===== src/rtl/instruction_fetch.sv =====
// instruction_fetch: RV32I fetch stage.
// Holds the fetch PC, issues single-outstanding word fetches over a
// req/gnt/rvalid handshake, buffers responses in a 2-entry FIFO and presents
// {PC, IR} to decode. Jump/branch redirects flush the FIFO and any
// in-flight fetch, then restart fetching at iBR_PC + iBR_OFS.
//
// Build option IFETCH_MISALIGN_EN:
//   defined   - a target with bits [1:0] != 0 raises oMISALIGN and parks the
//               fetcher in HOLD until the next redirect or reset.
//   undefined - no oMISALIGN port; the target's low two bits are cleared.
module instruction_fetch #(
  parameter logic [31:0] RESET_PC = 32'h0000_0000,
  parameter logic [31:0] NOP_IR   = 32'h0000_0013
) (
  input  logic        iCLK,
  input  logic        iRST_N,
  output logic        oIMEM_REQ,
  output logic [31:0] oIMEM_ADDR,
  input  logic        iIMEM_GNT,
  input  logic        iIMEM_RVALID,
  input  logic [31:0] iIMEM_RDATA,
  input  logic        iBR_VALID,
  input  logic [31:0] iBR_PC,
  input  logic [31:0] iBR_OFS,
  output logic        oVALID,
  input  logic        iREADY,
  output logic [31:0] oIR,
  output logic [31:0] oPC
`ifdef IFETCH_MISALIGN_EN
  ,
  output logic        oMISALIGN
`endif
);

  typedef enum logic [2:0] {
    IDLE = 3'd0,
    REQ  = 3'd1,
    WAIT = 3'd2,
    HOLD = 3'd3,
    DROP = 3'd4
  } fetchState_t;

  typedef struct packed {
    logic [31:0] pc;
    logic [31:0] ir;
  } fetchEntry_t;

  fetchState_t state, stateNext;

  // 2-entry instruction FIFO
  fetchEntry_t fifoMem [2];
  logic [1:0]  count, countNext;
  logic        rdPtr, wrPtr;

  logic [31:0] fetchPc;      // next address to request
  logic [31:0] inflightPc;   // address of the outstanding request
  logic [31:0] pcHold;       // last PC shown while oVALID was high
  logic        misalignQ;    // fetch parked on a misaligned target

  logic [31:0] brTarget, targetPc;
  logic        tgtMisalign;
  logic        qValid, grant, push, pop, inflightAfter;

  // Redirect target; wraps modulo 2^32. The stored fetch PC is always
  // word aligned so oIMEM_ADDR[1:0] stays zero even when parked.
  assign brTarget = iBR_PC + iBR_OFS;
  assign targetPc = brTarget & 32'hFFFF_FFFC;
`ifdef IFETCH_MISALIGN_EN
  assign tgtMisalign = |brTarget[1:0];
  assign oMISALIGN   = misalignQ;
`else
  assign tgtMisalign = 1'b0;
`endif

  assign qValid = (count != 2'd0);
  assign grant  = (state == REQ) && iIMEM_GNT;
  // A redirect overrides any same-cycle push or pop: the FIFO is flushed.
  assign push   = (state == WAIT) && iIMEM_RVALID && !iBR_VALID;
  assign pop    = qValid && iREADY && !iBR_VALID;

  // A request is still in flight after this edge if it is granted now, or
  // if we were already waiting and the response has not shown up yet. A
  // redirect only needs DROP when something stale is still coming back.
  assign inflightAfter = grant ||
                         (((state == WAIT) || (state == DROP)) && !iIMEM_RVALID);

  assign oIMEM_ADDR = fetchPc;
  assign oVALID     = qValid;
  assign oIR        = qValid ? fifoMem[rdPtr].ir : NOP_IR;
  assign oPC        = qValid ? fifoMem[rdPtr].pc : pcHold;

  // FIFO occupancy after this cycle's push/pop/flush
  always_comb begin
    countNext = count;
    if (iBR_VALID)         countNext = 2'd0;
    else if (push && !pop) countNext = count + 2'd1;
    else if (pop && !push) countNext = count - 2'd1;
  end

  // Fetch FSM: next state and request strobe
  always_comb begin
    stateNext = state;
    oIMEM_REQ = 1'b0;
    case (state)
      IDLE: stateNext = REQ;
      REQ: begin
        oIMEM_REQ = 1'b1;
        if (iIMEM_GNT) stateNext = WAIT;
      end
      // Nothing is outstanding once the response lands, so room is just
      // the post-push FIFO count.
      WAIT: if (iIMEM_RVALID) stateNext = (countNext != 2'd2) ? REQ : HOLD;
      HOLD: if (!misalignQ && (count != 2'd2)) stateNext = REQ;
      DROP: if (iIMEM_RVALID) stateNext = misalignQ ? HOLD : REQ;
      default: stateNext = IDLE;
    endcase
    if (iBR_VALID) begin
      if (inflightAfter)    stateNext = DROP;
      else if (tgtMisalign) stateNext = HOLD;
      else                  stateNext = REQ;
    end
  end

  // FSM state register
  always_ff @(posedge iCLK or negedge iRST_N) begin
    if (!iRST_N) state <= IDLE;
    else         state <= stateNext;
  end

  // Fetch PC advance on grant, reload on redirect; remember in-flight address
  always_ff @(posedge iCLK or negedge iRST_N) begin
    if (!iRST_N) begin
      fetchPc    <= RESET_PC;
      inflightPc <= RESET_PC;
    end else begin
      if (grant)          inflightPc <= fetchPc;
      if (iBR_VALID)      fetchPc    <= targetPc;
      else if (grant)     fetchPc    <= fetchPc + 32'd4;
    end
  end

  // FIFO pointers, occupancy and held output PC
  always_ff @(posedge iCLK or negedge iRST_N) begin
    if (!iRST_N) begin
      count  <= 2'd0;
      rdPtr  <= 1'b0;
      wrPtr  <= 1'b0;
      pcHold <= RESET_PC;
    end else begin
      count <= countNext;
      if (qValid) pcHold <= fifoMem[rdPtr].pc;
      if (iBR_VALID) begin
        rdPtr <= 1'b0;
        wrPtr <= 1'b0;
      end else begin
        if (push) wrPtr <= ~wrPtr;
        if (pop)  rdPtr <= ~rdPtr;
      end
    end
  end

  // FIFO storage; contents are qualified by count so no reset is needed
  always_ff @(posedge iCLK) begin
    if (push) fifoMem[wrPtr] <= '{pc: inflightPc, ir: iIMEM_RDATA};
  end

  // Misaligned-target flag, re-evaluated on every redirect
  always_ff @(posedge iCLK or negedge iRST_N) begin
    if (!iRST_N)        misalignQ <= 1'b0;
    else if (iBR_VALID) misalignQ <= tgtMisalign;
  end

endmodule


===== config.mk =====
export PLATFORM = sky130hd
export DESIGN_NAME = instruction_fetch
export DESIGN_NICKNAME = d
export VERILOG_FILES = /design/src/rtl/instruction_fetch.sv
export SDC_FILE = /design/constraint.sdc
export NUM_CORES = 1
export LEC_CHECK = 0
export BUFFER_PORTS_ARGS = -buffer_cell sky130_fd_sc_hd__buf_2
export CAP_MARGIN = 20
export CELL_PAD_IN_SITES_DETAIL_PLACEMENT = 0
export CELL_PAD_IN_SITES_GLOBAL_PLACEMENT = 1
export CORE_AREA = 4 4 155 157
export CTS_BUF_LIST = sky130_fd_sc_hd__clkbuf_2 sky130_fd_sc_hd__clkbuf_4 sky130_fd_sc_hd__clkbuf_8
export DETAILED_ROUTE_END_ITERATION = 12
export DIE_AREA = 0 0 159 161
export GPL_TIMING_DRIVEN = 0
export PLACE_DENSITY = 0.8
export REMOVE_ABC_BUFFERS = 1
export SLEW_MARGIN = 25
export SYNTH_ARGS = -nofsm -noshare
export SYNTH_HDL_FRONTEND = slang
export SYNTH_SLANG_ARGS = --single-unit

===== constraint.sdc =====
create_clock -name iCLK -period 8.5 [get_ports iCLK]
set_clock_uncertainty 0.1 [all_clocks]
set_input_delay 1.275 -clock iCLK [delete_from_list [all_inputs] [get_ports iCLK]]
set_output_delay 1.275 -clock iCLK [all_outputs]
set_load 0.05 [all_outputs]

==> results of run 1 <==
synth_stat cells, drive strengths merged (18+ instances only):
library cell  number
mux2              32
xnor2             35
ha                33
xor2              21
nand3             18
clkbuf            28
edfxtp           124
dfrtp             99
nor2              67
nand2             63
o21ai             49
a21oi             38
mux2i             65
power groups by stage:
stage	registers, mW	logic (mW)	clock network, mW
floorplan	1.67	1.28	0
global placement	1.60	1.81	0
detailed placement	1.58	1.86	0
CTS	1.56	1.86	0.906
global route	1.59	1.96	0.962
finish	1.56	1.84	0.874
flip-flops by register name, summed over array words and instances (netlist names):
register and cells:
fifoMem 124, pcHold 32, inflightPc 30, oIMEM_ADDR 30, state 3, count 2
rdPtr 1, wrPtr 1
logic make-up after synthesis:
| family | share of synthesized area |
|---|---|
| flops | 0.618 |
| simple gates | 0.0884 |
| compound gates | 0.0833 |
| mux | 0.101 |
| xor+xnor | 0.0489 |
| buf+inv | 0.0183 |
| fa+ha+maj | 0.0421 |
| other cells | 0.000374 |
worst register-to-register path, stage by stage, from the launching register on:
cell	delay, ns
dfrtp_1	0.47
and4bb_2	0.61
buf_12	0.25
and3_1	0.24
nor3b_4	0.42
nand2_1	0.15
or4_1	0.48
xnor2_1	0.16
o221ai_1	0.12
nor3_1	0.15
per-layer routing:
metal	routed length, um	global-route usage	vias up
met5	0	0	-
met4	378	0.0485	0
met3	1180	0.0383	35
met2	9900	0.270	171
met1	9210	0.209	3079
li1	-	-	3299
final timing paths:
check                                                start                    endpoint  slack (ns)  cells after the start
max in group asynchronous                           iRST_N           rdPtr$_DFFE_PN0P_        7.06                      2
worst max register to register        state[1]$_DFFE_PN0P_  oIMEM_ADDR[31]$_DFFE_PN0N_        5.28                      9
min in group asynchronous                           iRST_N   oIMEM_ADDR[3]$_DFFE_PN0N_        0.60                      1
worst min-delay path            inflightPc[17]$_DFFE_PN0P_    fifoMem[1][49]$_DFFE_PP_        0.36                      0
worst min register to register  inflightPc[17]$_DFFE_PN0P_    fifoMem[1][49]$_DFFE_PP_        0.36                      0
worst max-delay path                    count[0]$_DFF_PN0_                     oPC[26]        4.82                      6
cell type report:
cell class                 count  area (sq um)  share of cell area
multi-input combinational    518          3680               0.302
clock inverter                13          60.1             0.00494
tap                          285           357              0.0293
timing repair buffer         210          1180              0.0972
sequential                   223          6200               0.510
inverter                      11          41.3             0.00340
clock buffer                  53           636              0.0523
stage by stage:
stage / setup TNS [ns] / worst slack (ns)
floorplan: 0 / 2.13
global placement: -61.08 / -0.991
detailed placement: 0 / 4.32
CTS: 0 / 4.71
global route: 0 / 4.59
finish: 0 / 4.82
==> metrics, run 1 <==
part of the power in registers 0.365; Power Dens Cells 351 nW/um^2; Final Core Density 0.540; Netlist cell types 57; worst skew pair latency 0.51 ns; Max-Cap Viols 0; Synth top area share 0.371; Avg Vias per Cell 5.01; Sink Count 223; placed instance area 11500 sq um; synth-to-layout area growth 21.1%; number of global-route vias before repair 6589; synthesized instance count between 700 and 800; hold buffers post-CTS 0; total congestion overflow 0; DRC Markers 0; total CTS buffers 36; Die Width ~160 um; hold slack final ~0.36 ns; Ys Warns 0; HP Class flip-flop to flip-flop; CP required 7.12 ns; Filler cells 1958; DR WL/cell 15.7 um; critical path's slowest cell ha_4; gr usage total 0.161; post-CTS setup buffer count 0; Clock Tree Root clkbuf_8; DR vias between 6k and 7k; CP Max Fanout 55; Worst VDD drop 0.169 mV; placed insts 1247; most frequent cells in the layout buf_2 (195), edfxtp_1 (124), dfrtp_1 (98); die area 25600 sq um; H-tree Lvls 2; status finished, final reports clean; Seq/Total Area, Yosys 0.618; io pins 200; share of cells above drive strength 1 0.305; Final Power 4.27 mW; FMAX roughly 270 MHz; final setup violating endpoints 0; Synth Flop Type edfxtp_1; DR pass1 iterations 4; Critical Path AT 2.31 ns; GP Congestion 0.834; cell taking the most area after synthesis edfxtp_1; slowest cell delay on critical path around 0.45 ns; Post-Syn Area per Cell between 10 and 15 sq um; nets ~1.1k; largest net degree at the start of global routing 60; Core ar. 22500 sq um; starting density of the core 0.446; worst slew pin tran 0.650 ns; relative slew slack 0.564; final non-filler cell total 1313; Post-Syn Area between 10000 and 15000 sq um; fin crit period 3.68 ns; n_diodes 0; sw power 1.87 mW; Clock transition at path regs 0.06 ns; RSZ-0062 raised after global routing no; chip height approximately 160 um; I/O Buffers between 150 and 200; WP buf/inv 3; Detail Route Antenna Nets 0; asr flop ratio synth 0.444; net switching fraction of the power 0.438; DR iter-0 viols around 270; Clk network pwr share 0.205; critical setup path kind flip-flop to primary output; post-CTS sizing 0; commonest non-fill, non-tap cell in the layout buf_2; CTS tree yes; initial antenna violation count 0; Pins Over Slew Limit 0; crit share post-route 0.433; total wire length slightly above 20 mm; leakage power 5.02 nW; top cells by area, synth edfxtp_1 (37%), dfrtp_1 (25%), mux2i_1 (6.5%), ha_1 (4.1%), mux2_2 (3.6%); first-pass GRT wire length approximately 34 mm; Rows 55; internal power around 2.4 mW; delay-heaviest family, CP buffers and inverters; #FFs+latches synth 223; Cell Chain, Critical Path inv_1 > ha_4 > buf_12 > nand2_1 > o21ai_0 > buf_2; fin area 12200 sq um; Post-synth EDFFs 124; Fin. Hold Viols 0; Setup crit end kind primary output; startpoint types flip-flop; CTS max path bufs 3; hpwl dp approximately 15 mm; Comb power frac 0.430
Note: power is estimated with default switching activity, not from simulation.
==> run 2, diff against run 1 <==
Settings changed: ABC_AREA set to 1, CORE_AREA 4 4 155 157 to 4 4 170 172, DIE_AREA 0 0 159 161 to 0 0 174 176, PLACE_DENSITY 0.8 to 0.81.
Clock period 8.5 ns to 3.8 ns, I/O delays scaled along.
==> run 2 against run 1 <==
Utilization is 4.2 points lower. Synthesized cell count is 78% higher. Flip-flop and latch count stayed put. Critical path type unchanged. Largest power group is now sequential cells.
==> metrics, run 2 <==
status finished, final reports clean; CTS tree yes; Avg Vias per Cell 4.87 (-2.9%); worst reg2reg endpoint oIMEM_ADDR[17]$_DFFE_PN0N_; RSZ-0062 raised after global routing no; Final Core Density 0.498 (-0.0420); DR pass1 iterations 5 (+1); critical path's slowest cell ha_2; WP buf/inv 3 (unchanged); Worst Hold Path Cells 1 (+1); crit share post-route 0.904; r2r setup slk 0.85 ns (-4.43 ns); number of global-route vias before repair 9396 (+43%); Max-Cap Viols 0 (unchanged); Worst Hold Endpoint fifoMem[0][26]$_DFFE_PP_; Post-Syn Area 11600 sq um (+15%); leakage power 6.61 nW (+32%); post-CTS setup buffer count 0 (unchanged); Critical Path AT 2.76 ns (+0.45 ns); die area 30600 sq um (+20%); Detail Route Antenna Nets 0 (unchanged); Largest regs fifoMem: 124 flops, pcHold: 32 flops; Ys Warns 0 (unchanged); area of the multi-input gates 4570 sq um (+24%); Filler cells 2730 (+39%); Reg2Reg Depth 9 (unchanged); slowest cell delay on critical path 0.69 ns (+0.24 ns); CP required 3.13 ns (-3.99 ns); Worst VDD drop 0.251 mV (+49%); synth-to-layout area growth 18.3%; most frequent cells in the layout nand2_1 (381), buf_2 (196), nor2_1 (176); Synth top area share 0.322 (-0.0493); fin crit period 3.43 ns; CP Max Fanout 64 (+16%); max reg flops 124 (unchanged); share of cells above drive strength 1 0.179 (-0.127); synthesized instance count 1393 (+78%); final setup violating endpoints 0 (unchanged); total wire length 29.9 mm (+45%); commonest non-fill, non-tap cell in the layout nand2_1; Seq/Total Area, Yosys 0.536 (-0.0820); DRC Markers 0 (unchanged); n_diodes 0 (unchanged); FF+latch area 6200 sq um (unchanged); GP Congestion 0.866 (+3.8%); Synth Flop Type edfxtp_1; H-tree Lvls 1 (-1); pre-CTS WS 0.165 ns (-4.16 ns); HP Class primary input to flip-flop; hold wc startpoint iIMEM_RDATA[26]; Clock transition at path regs 0.07 ns (about the same); #FFs+latches synth 223 (unchanged); Clock Tree Root clkbuf_8; Post-Syn Area per Cell 8.31 sq um (-35%); FMAX 291 MHz; I/O Buffers 197 (unchanged); starting density of the core 0.421 (-0.0248); DR vias 9549 (+45%); most numerous cell in the Yosys netlist nand2_1; critical setup path kind flip-flop to primary output; Fin. Hold Viols 0 (unchanged); startpoint types flip-flop; delay-heaviest family, CP buffers and inverters; DR iter-0 viols 441 (+62%); largest net degree at the start of global routing 74 (+23%); Core ar. 27500 sq um (+22%); Power Dens Cells 642 nW/um^2 (+83%); hpwl dp 21.8 mm (+47%); Netlist cell types 45 (-21%); initial antenna violation count 0 (unchanged); chip height 176 um (+9.3%); Critical R2R Launch state[2]$_DFFE_PN0P_; Cell Chain, Critical Path inv_1 > ha_2 > inv_4 > nor2_1 > a21oi_1 > buf_2; CTS max path bufs 3 (unchanged); cell taking the most area after synthesis edfxtp_1; relative slew slack 0.396 (-0.168); total CTS buffers 31 (-14%); Setup crit end kind primary output; post-CTS sizing 0 (unchanged); Die Width 174 um (+9.4%); worst slew pin tran 0.904 ns (+0.253 ns); Pins Over Slew Limit 0 (unchanged); Sink Count 223 (unchanged); top cells by area, synth edfxtp_1 (32%), dfrtp_1 (21%), nand2_1 (12%), nor2_1 (5.8%), inv_1 (5.4%); hold slack final 0.110 ns (-0.251 ns); setup ws final 0.367 ns (-4.45 ns); nets 1727 (+52%); Synth top cells by count nand2_1 (381), nor2_1 (178), inv_1 (167); asr flop ratio synth 0.444 (unchanged); worst skew pair latency 0.54 ns (+0.03 ns); gr usage total 0.192 (+0.0311); largest register by flop count fifoMem; Rows 61 (+11%); total congestion overflow 0 (unchanged); DR WL/cell 15.2 um (-3.2%); Post-synth EDFFs 124 (unchanged); first-pass GRT wire length 48.3 mm (+42%); io pins 200 (unchanged)
## run 2: cell types whose count changed after synthesis, sizes merged, moves of 32 or more
cell and change:
a21oi +65, mux2 -32, nand2 +324, o21ai +41
inv +162, mux2i -65, nor2 +124, nand3 +50
xnor2 -33
## run 2: cells by family after synthesis
| logic type | share of synthesized area |
|---|---|
| and+or+nand+nor | 0.245 |
| DFF | 0.536 |
| AOI/OAI and AO/OA | 0.102 |
| buffers and inverters | 0.0711 |
| adders and majority gates | 0.0357 |
| xor gates and xnor gates | 0.00984 |
| other | 0.000324 |
## run 2: how the worst max path moves through the flow
stage | startpoint | end | slack [ns] | depth (start not counted)
floorplan | iBR_VALID | fifoMem[1][0]$_DFFE_PP_ | -0.43 | 3
global placement | iBR_VALID | fifoMem[1][35]$_DFFE_PP_ | -2.83 | 4
detailed placement | iBR_VALID | oIMEM_ADDR[20]$_DFFE_PN0N_ | 0.16 | 7
CTS | count[0]$_DFF_PN0_ | oPC[31] | 0.33 | 6
global route | count[0]$_DFF_PN0_ | oPC[9] | 0.14 | 6
finish | count[0]$_DFF_PN0_ | oPC[31] | 0.37 | 6
## run 2: timing repair
action / in CTS / in global routing
endpoints found under the hold margin: 26 / 0
hold buffers: 1 / 0
endpoints found under the setup margin: 0 / 0
## run 2: metrics by stage
stage	instance area [sq um]	setup TNS, ns	power [mW]	std cells
floorplan	11400	-51.91	6.02	1354
global placement	12800	-380.04	6.98	1897
detailed placement	13100	0	7.05	1904
CTS	13700	0	8.86	1962
global route	13700	0	9.35	1962
finish	13700	0	8.78	1962
## run 2: cell type report
cell class / count / area share
sequential: 223 / 0.453
tap: 346 / 0.0316
timing repair buffer: 205 / 0.0873
clock buffer: 46 / 0.0417
multi-input combinational: 956 / 0.334
inverter: 175 / 0.0484
clock inverter: 11 / 0.00356
## run 2: where the power goes
group / switching (mW) / total (mW) / internal, mW / leakage, nW
clock network: 0.833 / 1.79 / 0.958 / 0.329
registers: 0.384 / 3.50 / 3.12 / 2.29
logic: 2.67 / 3.49 / 0.818 / 4.00
total: 3.89 / 8.78 / 4.90 / 6.61
## run 2: routing by layer
layer	part of all wire	vias to the layer above	global-route usage	wire [um]
met1	0.45	4332	0.251	13400
met4	0.017	0	0.0426	508
met5	0	-	0	0
li1	-	4940	-	-
met2	0.48	247	0.343	14500
met3	0.049	30	0.0240	1470
==> run 3, diff against run 2 <==
Settings changed: ABC_AREA 1 to 0, CORE_AREA 4 4 170 172 to 4 4 155 157, DIE_AREA 0 0 174 176 to 0 0 159 161, MAX_ROUTING_LAYER set to met4, PLACE_DENSITY 0.81 to 0.8.
==> run 3 against run 2 <==
Final cell count decreased by 33%. Global-route usage decreased by 2.6 points. Die area decreased by 16%. First-iteration DRC count decreased by 34%. Flip-flop and latch count unchanged. Worst hold slack improved by 0.041 ns. Sequential share of layout area increased by 5.7 points. Count of clock-buffer cells in the layout increased by 7. Maximum frequency increased by 6.5%. Utilization increased by 4.2 points. Non-clock buffer count increased by 6. Setup slack improved by 0.21 ns. Critical endpoint is now oIMEM_ADDR[31]$_DFFE_PN0N_.
==> metrics, run 3 (synthesized netlist as in run 1, its figures left out) <==
first-pass GRT wire length 34.0 mm (-30%); DR iter-0 viols 290 (-34%); Die Width 159 um (-8.6%); HP Class primary input to flip-flop; fin area 12200 sq um (-11%); slowest cell delay on critical path 0.61 ns (-0.08 ns); number of global-route vias before repair 6600 (-30%); Fin. Hold Viols 0 (unchanged); Worst VDD drop 0.376 mV (+50%); startpoint types flip-flop; Filler cells 1957 (-28%); leakage power 5.03 nW (-24%); Worst Setup SP state[1]$_DFFE_PN0P_; part of the power in registers 0.365 (-0.034); DR WL/cell 15.7 um (+3.4%); worst skew pair latency 0.51 ns (-0.03 ns); H-tree Lvls 2 (+1); CTS tree yes; total wire length 20.7 mm (-31%); post-CTS setup buffer count 0 (unchanged); net switching fraction of the power 0.438 (-0.00453); gr usage total 0.165 (-0.0262); n_diodes 0 (unchanged); DRC Markers 0 (unchanged); initial antenna violation count 0 (unchanged); largest register by flop count fifoMem; CTS max path bufs 3 (unchanged); io pins 200 (unchanged); Critical Path AT 3.55 ns (+0.79 ns); DR vias 6590 (-31%); Critical R2R Launch state[1]$_DFFE_PN0P_; hpwl dp 14.8 mm (-32%); sw power 4.18 mW (+7.6%); Cell Chain, Critical Path and4bb_2 > buf_12 > and3_1 > nor3b_4 > nand2_1 > or4_1 > xnor2_1 > o221ai_1 > nor3_1; r2r setup slk 0.58 ns (-0.27 ns); worst slew pin tran 0.657 ns (-0.247 ns); internal power 5.37 mW (+9.6%); share of cells above drive strength 1 0.305 (+0.126); Pins Over Slew Limit 0 (unchanged); total congestion overflow 0 (unchanged); Rows 55 (-9.8%); GP Congestion 0.847 (-2.2%); starting density of the core 0.446 (+0.0248); worst reg2reg endpoint oIMEM_ADDR[31]$_DFFE_PN0N_; I/O Buffers 197 (unchanged); DR pass1 iterations 4 (-1); FF+latch area 6200 sq um (unchanged); Clock transition at path regs 0.06 ns (about the same); Clk network pwr share 0.205 (about the same); Worst Setup EP oIMEM_ADDR[31]$_DFFE_PN0N_; Core ar. 22500 sq um (-18%); Power Dens Cells 785 nW/um^2 (+22%); Sink Count 223 (unchanged); RSZ-0062 raised after global routing no; Final Power 9.55 mW (+8.7%); Max-Cap Viols 0 (unchanged); pre-CTS WS 0.330 ns (+0.165 ns); FMAX 310 MHz (+6.5%); nets 1136 (-34%); Largest regs fifoMem: 124 flops, pcHold: 32 flops; area of the multi-input gates 3680 sq um (-20%); max reg flops 124 (unchanged); Reg2Reg Depth 9 (unchanged); Detail Route Antenna Nets 0 (unchanged); final setup violating endpoints 0 (unchanged); CP required 4.13 ns (+1.00 ns); Setup crit end kind flip-flop; commonest non-fill, non-tap cell in the layout buf_2; placed instance area 11500 sq um (-12%); fin crit period 3.22 ns (-0.210 ns); Comb power frac 0.430 (+0.033); synth-to-layout area growth 21.2%; critical path's slowest cell and4bb_2; most frequent cells in the layout buf_2 (195), edfxtp_1 (124), dfrtp_1 (98); crit share post-route 0.848 (-0.0552); Avg Vias per Cell 5.02 (+3.0%); Final Core Density 0.541 (+0.0424); die area 25600 sq um (-16%); total CTS buffers 36 (+16%); setup ws final 0.576 ns (+0.210 ns); largest net degree at the start of global routing 60 (-19%); status finished, final reports clean; critical setup path kind flip-flop to flip-flop; relative slew slack 0.560 (+0.164); chip height 161 um (-8.5%); setup tns final 0 ns (unchanged); CP Max Fanout 25 (-61%); Clock Tree Root clkbuf_8
-- run 3: changes by cell type in the layout (fill, tap and decap cells not counted), moves of 11 or more --
cell / before / now
inv_1: 167 / 11
o21ai_0: 87 / 46
xnor2_1: 2 / 35
nand2_1: 381 / 63
nor2_2: 11 / 0
mux2i_1: 0 / 65
mux2_2: 0 / 32
nand3_1: 67 / 18
a21oi_1: 103 / 38
nor2_1: 176 / 67
-- run 3: worst max-delay path: cells and delay by family (launching register included) --
family / cells / cell delay [ns]
xor+xnor: 1 / 0.16
buf+inv: 1 / 0.24
flops: 1 / 0.47
simple gates: 6 / 2.03
compound gates: 1 / 0.12
-- run 3: how the worst min path moves through the flow --
stage	start	end	cells after the start
CTS	iIMEM_RDATA[15]	fifoMem[1][15]$_DFFE_PP_	1
detailed placement	inflightPc[24]$_DFFE_PN0P_	fifoMem[1][56]$_DFFE_PP_	0
finish	iIMEM_RDATA[3]	fifoMem[1][3]$_DFFE_PP_	1
global placement	inflightPc[25]$_DFFE_PN0P_	fifoMem[1][57]$_DFFE_PP_	0
floorplan	iRST_N	count[0]$_DFF_PN0_	0
global route	iIMEM_RDATA[30]	fifoMem[1][30]$_DFFE_PP_	1
-- run 3: final cells by class --
| cell class | count | share of cell area |
|---|---|---|
| flip-flops and latches | 223 | 0.510 |
| multi-input cells | 518 | 0.302 |
| repair buffers | 211 | 0.0979 |
| clock buffers | 53 | 0.0522 |
| well taps | 285 | 0.0293 |
| clock inverters | 13 | 0.00494 |
| inverters | 11 | 0.00339 |
-- run 3: per-stage QoR --
stage / hold WS, ns / std cells
finish: 0.150 / 1314
global route: 0.107 / 1314
CTS: 0.106 / 1314
detailed placement: 0.356 / 1247
global placement: 0.347 / 1234
floorplan: 0.174 / 752
-- run 3: metal layers --
metal | track usage | up-vias | share of wire
met5 | - | - | 0
met4 | 0.0485 | 0 | 0.018
met3 | 0.0355 | 35 | 0.054
met2 | 0.270 | 170 | 0.48
met1 | 0.211 | 3084 | 0.45
li1 | - | 3301 | -
-- run 3: power by group through the flow --
stage               Sequential [mW]  Combinational (mW)  Clock [mW]
detailed placement             3.54                4.16           0
CTS                            3.49                4.17        2.03
global placement               3.58                4.04           0
global route                   3.56                4.39        2.15
finish                         3.49                4.11        1.96
floorplan                      3.73                2.86           0
-- run 3: timing repair --
action                    in CTS  in global routing
hold endpoints to repair      42                  0
hold buffers                   1                  0
gates resized for setup        0                  0
